File: config.mk
export PLATFORM = sky130hd
export DESIGN_NAME = tart_bank_scheduler
export DESIGN_NICKNAME = d
export VERILOG_FILES = /design/src/rtl/tart_bank_scheduler.sv
export SDC_FILE = /design/constraint.sdc
export NUM_CORES = 1
export LEC_CHECK = 0
export ABC_AREA = 1
export BUFFER_PORTS_ARGS = -buffer_cell sky130_fd_sc_hd__buf_4
export CAP_MARGIN = 40
export CORE_MARGIN = 4
export CORE_UTILIZATION = 45
export CTS_CLUSTER_DIAMETER = 60
export DETAILED_ROUTE_END_ITERATION = 6
export PLACE_DENSITY = 0.77
export SLEW_MARGIN = 20
export SYNTH_ARGS = -nofsm -noshare
export SYNTH_HDL_FRONTEND = slang
export SYNTH_SLANG_ARGS = --single-unit
File: constraint.sdc
create_clock -name clk_i -period 5.5 [get_ports clk_i]
set_clock_uncertainty 0.2 [all_clocks]
set_input_delay 1.1 -clock clk_i [delete_from_list [all_inputs] [get_ports clk_i]]
set_output_delay 1.1 -clock clk_i [all_outputs]
set_load 0.05 [all_outputs]
File: src/rtl/tart_bank_scheduler.sv
// tart_bank_scheduler: visibility bank ring with write-bank tracking and full-bank readback streaming.
module tart_bank_scheduler #(
    parameter int BANKS = 4,
    parameter int BBITS = 2,
    parameter int ABITS = 10
) (
    input  logic                   clk_i,
    input  logic                   rst_ni,
    input  logic                   ce_i,
    input  logic                   swap_i,
    input  logic [ABITS-1:0]       last_i,
    output logic [BBITS-1:0]       wbank_o,
    output logic                   rd_stb_o,
    output logic [BBITS+ABITS-1:0] rd_adr_o,
    input  logic                   rd_ack_i,
    output logic                   done_o,
    output logic [BBITS:0]         fill_o,
    output logic                   busy_o,
    output logic                   ovf_o,
    input  logic                   clr_i
);
    typedef enum logic [1:0] {IDLE, READ, DONE} state_t;
    localparam logic [BBITS:0] FULL = (BBITS+1)'(BANKS-1);
    state_t           state, state_nx;
    logic [BBITS-1:0] rbank;
    logic [ABITS-1:0] addr, addr_nx, last_q, last_nx;
    logic [BBITS:0]   eff_fill;
    logic             take, accept, refuse, rel;
    // A bank released this cycle frees its slot for a coincident swap.
    always_comb begin
        rel      = state == DONE;
        eff_fill = fill_o - (BBITS+1)'(rel);
        take     = swap_i && ce_i;
        accept   = take && eff_fill < FULL;
        refuse   = take && !accept;
        rd_stb_o = state == READ;
        done_o   = rel;
        busy_o   = state != IDLE;
        rd_adr_o = {rbank, addr};
    end
    always_comb begin
        state_nx = state;
        addr_nx  = addr;
        last_nx  = last_q;
        unique case (state)
            IDLE: if (fill_o != '0) begin
                state_nx = READ;
                addr_nx  = '0;
                last_nx  = last_i;
            end
            READ: if (rd_ack_i) begin
                if (addr == last_q) state_nx = DONE;
                else addr_nx = addr + 1'b1;
            end
            DONE: begin
                state_nx = IDLE;
                addr_nx  = '0;
            end
            default: state_nx = IDLE;
        endcase
    end
    always_ff @(posedge clk_i) begin
        if (!rst_ni) begin
            state   <= IDLE;
            addr    <= '0;
            last_q  <= '0;
            rbank   <= '0;
            wbank_o <= '0;
            fill_o  <= '0;
            ovf_o   <= 1'b0;
        end else begin
            state   <= state_nx;
            addr    <= addr_nx;
            last_q  <= last_nx;
            rbank   <= rbank + BBITS'(rel);
            wbank_o <= wbank_o + BBITS'(accept);
            fill_o  <= fill_o + (BBITS+1)'(accept) - (BBITS+1)'(rel);
            ovf_o   <= refuse | (ovf_o & ~clr_i);
        end
    end
endmodule
==> out/metrics.yaml, run 1 <==
yosys_register_bits: 30
slew_headroom_pct: 74.8
worstPathArrival_ns: 3.07
drv_cap: 0
crit_family: "adder cells"
cts-root-buf: "clkbuf_8"
drtIter0Drc: 111
fillers: 340
firstDrtPassIters: 4
endpoint_kind: "flip-flop"
cts_resized: 0
synth_nets: 263
seq_area_frac_synth_pct: 36.2
timing.fmax_mhz: 327
switching_power_w: 0.000594
period_share_pct: 55.6
die-area_sq_um: 4720
overflow: 0
grt_first_pass_wirelength_um: 6100
cts_max_level: 2
core_area_sq_um: 3440
track_usage_pct: 17.4
tightest_slew_ns: 0.378
globalplace.congestion: 0.857
vias_per_cell: 4.82
grt_start_max_net_pins: 23
maxSlewViolCount: 0
syn_area_sq_um: 1660
drive_gt1_share_pct: 19.4
initial_core_util_pct: 48.2
clk_latency_ns: 0.28
critPathKind: "flip-flop to flip-flop"
numCtsBuffers: 5
period_minus_slack_ns: 3.06
ys.flop_type: "dfxtp_1"
synth_common_cells: "nand2_1 (60), inv_1 (32), nor2_1 (31)"
synthDistinctLibCells: 27
met3_usage_pct: 3.57
finalNetCount: 302
p_leak_nw: 0.999
use_met2_pct: 26.6
start_kind: "flip-flop"
clockPowerShare_pct: 15.1
cts_tree: "done"
p_per_area_nw_per_um2: 585
ys.warnings.count: 0
fp-row-count: 21
synthCells: 239
synth.area.top_cells: "dfxtp_1 (36%), nand2_1 (14%), inv_1 (7.2%)"
busiest_layer: "met2"
run_status: "finished, final reports clean"
hpwl_um: 2760
required_ns: 5.51
route.detailed.drc: 0
power_frac_comb_pct: 55.7
synth_top_area_share_pct: 36.2
post-cts-setup-buffers: 0
rsz0062_at_grt: "false"
gr-usage-met1_pct: 23.2
swShare_pct: 49.4
post-synth-top-count-cell: "nand2_1"
cp_slowest_stage_delay_ns: 0.46
n_antenna_cell: 0
wire_per_inst_um: 11.1
hold_violations: 0
yosysTopAreaCell: "dfxtp_1"
num_vias: 1565
die_height_um: 68.7
avgSynthCellArea_sq_um: 6.94
tns_ns: 0
fp.dieW_um: 68.7
placed_area_sq_um: 1960
hold_slack_ns: 0.266
setup_violations: 0
area_delta_synth_final_pct: 24.1
final_area_sq_um: 2060
synth_edf_count: 0
drt.antenna.violating_nets: 0
hold_buffers: 0
worst_path_max_delay_cell: "dfxtp_1"
power.internal_w: 0.000609
clk_transition_reported_paths_ns: 0.06
grt_pass1_vias: 1387
vdd_drop_max_uv: 291
totalWireLength_um: 3610
worstPathCellList: "inv_1 > nor2_1 > ha_1 > ha_1 > xnor2_1 > o21ai_0 > nor2_1 > inv_1 > ha_1 > inv_1 > ha_1 > fa_1 > inv_1 > o21ai_0 > a21oi_1"
grt_antenna_before_repair: 0
ios: 37
synthArstFlopShare_pct: 0
crit_buf_inv: 4
cts.sinks: 30
numPortBuffers: 36
clk_path_buf_depth: 2
crit_fanout: 4
sequentialPowerShare_pct: 29.2
hold_path_class: "flip-flop to flip-flop"
[cell usage in the layout, fill, tap and decap left out, drive strengths merged, types with 2 or more instances in the layout]
cell type,count
nor3b,2
nand2,60
dfxtp,30
inv,37
nand3,14
nor2,33
o21ai,15
nand4,8
a21oi,15
buf,36
ha,7
clkinv,2
xnor2,7
clkbuf,6
[state kept, by name, indices dropped and copies added (netlist names)]
register / flops
wbank_o: 2
state: 2
ovf_o: 1
last_q: 10
addr: 10
rbank: 2
fill_o: 3
[final cells by class]
cell class | instances | area (sq um) | area share (%)
tap | 46 | 57.6 | 2.80
inverter | 38 | 143 | 6.93
sequential | 30 | 601 | 29.2
clock buffer | 6 | 82.6 | 4.01
timing repair buffer | 36 | 270 | 13.1
multi-input combinational | 167 | 891 | 43.3
clock inverter | 2 | 12.5 | 0.608
[through the flow]
step / total power [W] / std cells / setup WS [ns] / util [%]
floorplan: 0.000889 / 239 / 2.09 / -
global placement: 0.00101 / 317 / 2.63 / 57.0
detailed placement: 0.00103 / 317 / 2.48 / 57.0
CTS: 0.00121 / 325 / 2.44 / 59.8
global route: 0.00131 / 325 / 2.18 / 59.8
finish: 0.00120 / 325 / 2.44 / 59.8
[power by group through the flow]
stage	Clock [W]	Sequential (W)	Combinational, W
6_report	0.000182	0.000351	0.000670
5_1_grt	0.000195	0.000363	0.000757
4_1_cts	0.000187	0.000351	0.000675
3_5_place_dp	0	0.000356	0.000672
3_3_place_gp	0	0.000353	0.000658
2_1_floorplan	0	0.000429	0.000460
[cells by family (layout without fill, tap and decap cells)]
family / count (synthesis) / after routing / share of synthesized area (%)
adder cells (fa/ha/maj): 8 / 8 / 6.49
AND/OR/NAND/NOR: 120 / 120 / 33.5
XOR/XNOR: 8 / 8 / 4.23
flip-flops: 30 / 30 / 36.2
buffers and inverters: 42 / 82 / 10.0
AO/OA/AOI/OAI: 31 / 31 / 9.51
[routing by layer]
| metal | wire length [um] | part of all wire [%] |
|---|---|---|
| met5 | 0 | 0 |
| met1 | 1700 | 47 |
| met3 | 198 | 5.5 |
| met4 | 68 | 1.9 |
| met2 | 1650 | 46 |
[worst min-delay path, cell delays in order, from the launching register on]
cell and delay (ns):
dfxtp_1 0.31, inv_1 0.06, a21oi_1 0.05
[path summary, 6_finish.rpt]
kind                  start        end  slack (ns)  cells after the start
setup / recovery   state[1]  fill_o[2]        2.44                     15
hold reg to reg   last_q[1]  last_q[1]        0.27                      2
setup reg to reg   state[1]  fill_o[2]        2.44                     15
hold / removal    last_q[1]  last_q[1]        0.27                      2
Power figures use the tool's default switching activity.
==> run 2, diff against run 1 <==
Settings changed: PLACE_DENSITY 0.77 to 0.8.
Clock period 5.5 ns to 2.5 ns, I/O delays scaled along.
==> out/metrics.yaml, run 2 (synthesis results as in run 1) <==
grt_first_pass_wirelength_um: 6530
ios: 37
hold_slack_ns: 0.242
crit_fanout: 2
num_vias: 1659
p_per_area_nw_per_um2: 1340
worst_path_max_delay_cell: "fa_2"
final_cell_mix: "nand2_1 (60), buf_4 (50), inv_1 (30)"
numPortBuffers: 36
hold_depth: 3
route.detailed.drc: 0
layout_commonest_cell: "nand2_1"
n_antenna_cell: 0
p_leak_nw: 1.07
drtIter0Drc: 168
start_kind: "flip-flop"
drive_gt1_share_pct: 27.6
setup_ws_ns: -0.0106
violations: "negative setup slack"
die-area_sq_um: 4720
holdPathEnd: "last_q[4]"
vias_per_cell: 4.89
numCtsBuffers: 5
grt_antenna_before_repair: 0
required_ns: 2.53
initial_core_util_pct: 48.2
fillers: 302
cts_max_level: 2
track_usage_pct: 18.9
cts-root-buf: "clkbuf_8"
hp-start: "last_i[4]"
clk_transition_reported_paths_ns: 0.06
fp.dieW_um: 68.7
period_minus_slack_ns: 2.51
cts.sinks: 30
drv_cap: 0
sequentialPowerShare_pct: 25.7
switching_power_w: 0.00143
clk_path_buf_depth: 2
critPathKind: "flip-flop to flip-flop"
totalWireLength_um: 4060
tns_ns: -0.0106
path_common_cell: "inv_1"
overflow: 0
vdd_drop_max_uv: 607
worstPathCellList: "inv_2 > nor2_4 > ha_4 > ha_4 > xnor2_2 > o21ai_2 > nor2_2 > inv_1 > ha_1 > inv_1 > ha_2 > fa_2 > nand2_1 > inv_1"
rsz0062_at_grt: "true"
timing.rr.start: "state[1]"
timing.fmax_mhz: 398
r2r_slack_ns: -0.01
area_delta_synth_final_pct: 34.1
regToRegEndpoint: "fill_o[1]"
clk_latency_ns: 0.28
tightest_slew_ns: 0.381
cts_tree: "done"
power.internal_w: 0.00156
worstPathArrival_ns: 2.54
core_area_sq_um: 3440
wire_per_inst_um: 12.0
drt.antenna.violating_nets: 0
run_status: "complete, but fails checks"
slew_headroom_pct: 74.6
clockPowerShare_pct: 13.3
fp-row-count: 21
grt_pass1_vias: 1476
finalNetCount: 316
grt_start_max_net_pins: 23
swShare_pct: 47.8
die_height_um: 68.7
reg2regPathDepth: 14
hpwl_um: 2760
globalplace.congestion: 0.842
hold_buffers: 0
hold_violations: 0
setup_violations: 1
cp_slowest_stage_delay_ns: 0.51
hold_path_class: "primary input to flip-flop"
period_share_pct: 100
reg_top3: "addr x10, last_q x10, fill_o x3"
firstDrtPassIters: 4
power_frac_comb_pct: 60.9
endpoint_kind: "flip-flop"
maxSlewViolCount: 0
[run 2: how the worst max path moves through the flow]
stage              from   endpoint  slack, ns  cells past startpoint
5_1_grt        state[1]  fill_o[1]      -0.11                     14
6_report       state[1]  fill_o[1]      -0.01                     14
4_1_cts        state[1]  fill_o[1]      -0.01                     14
2_1_floorplan  state[1]  fill_o[1]      -0.30                     14
3_3_place_gp   state[1]  fill_o[1]       0.02                     14
3_5_place_dp   state[1]  fill_o[2]      -0.06                     15
[run 2: per-layer routing]
layer,part of all wire (%),GRT usage (%)
met1,44,23.6
met2,47,30.8
met3,7.0,3.89
met4,2.0,9.25
met5,0,0
[run 2: power by group through the flow]
stage / logic (W) / clock network, W / registers (W)
finish: 0.00182 / 0.000398 / 0.000767
global route: 0.00201 / 0.000426 / 0.000784
CTS: 0.00177 / 0.000404 / 0.000765
detailed placement: 0.00157 / 0 / 0.000776
global placement: 0.00154 / 0 / 0.000767
floorplan: 0.00104 / 0 / 0.000953
[run 2: layout make-up]
| class | count | area (sq um) | area share, % |
|---|---|---|---|
| Timing Repair Buffer | 50 | 375 | 16.9 |
| Tap cell | 46 | 57.6 | 2.59 |
| Clock buffer | 7 | 86.3 | 3.88 |
| Clock inverter | 1 | 5.00 | 0.225 |
| Multi-Input combinational cell | 167 | 951 | 42.8 |
| Sequential cell | 30 | 606 | 27.2 |
| Inverter | 38 | 143 | 6.42 |
[run 2: per-stage QoR]
stage / utilization, % / setup slack (ns) / area [sq um] / power (W) / std cells
3_5_place_dp: 59.0 / -0.0568 / 2030 / 0.00234 / 322
3_3_place_gp: 59.0 / 0.0155 / 2030 / 0.00230 / 322
6_report: 64.6 / -0.0106 / 2220 / 0.00298 / 339
2_1_floorplan: - / -0.298 / 1690 / 0.00200 / 239
4_1_cts: 64.1 / -0.0134 / 2210 / 0.00294 / 340
5_1_grt: 64.6 / -0.114 / 2220 / 0.00322 / 339
[run 2: critical path: cells and delay by family (launching register included)]
| family | cells | cell delay (ns) |
|---|---|---|
| and+or+nand+nor | 3 | 0.21 |
| DFF | 1 | 0.34 |
| AOI/OAI and AO/OA | 1 | 0.09 |
| xor gates and xnor gates | 1 | 0.14 |
| adders and majority gates | 5 | 1.25 |
| buffers and inverters | 4 | 0.21 |
[run 2: timing repair]
action	4_1_cts	5_1_grt
pin swaps	2	3
setup buffers	10	0
endpoints found under the setup margin	2	3
endpoints found under the hold margin	0	0
gates resized for setup	2	7
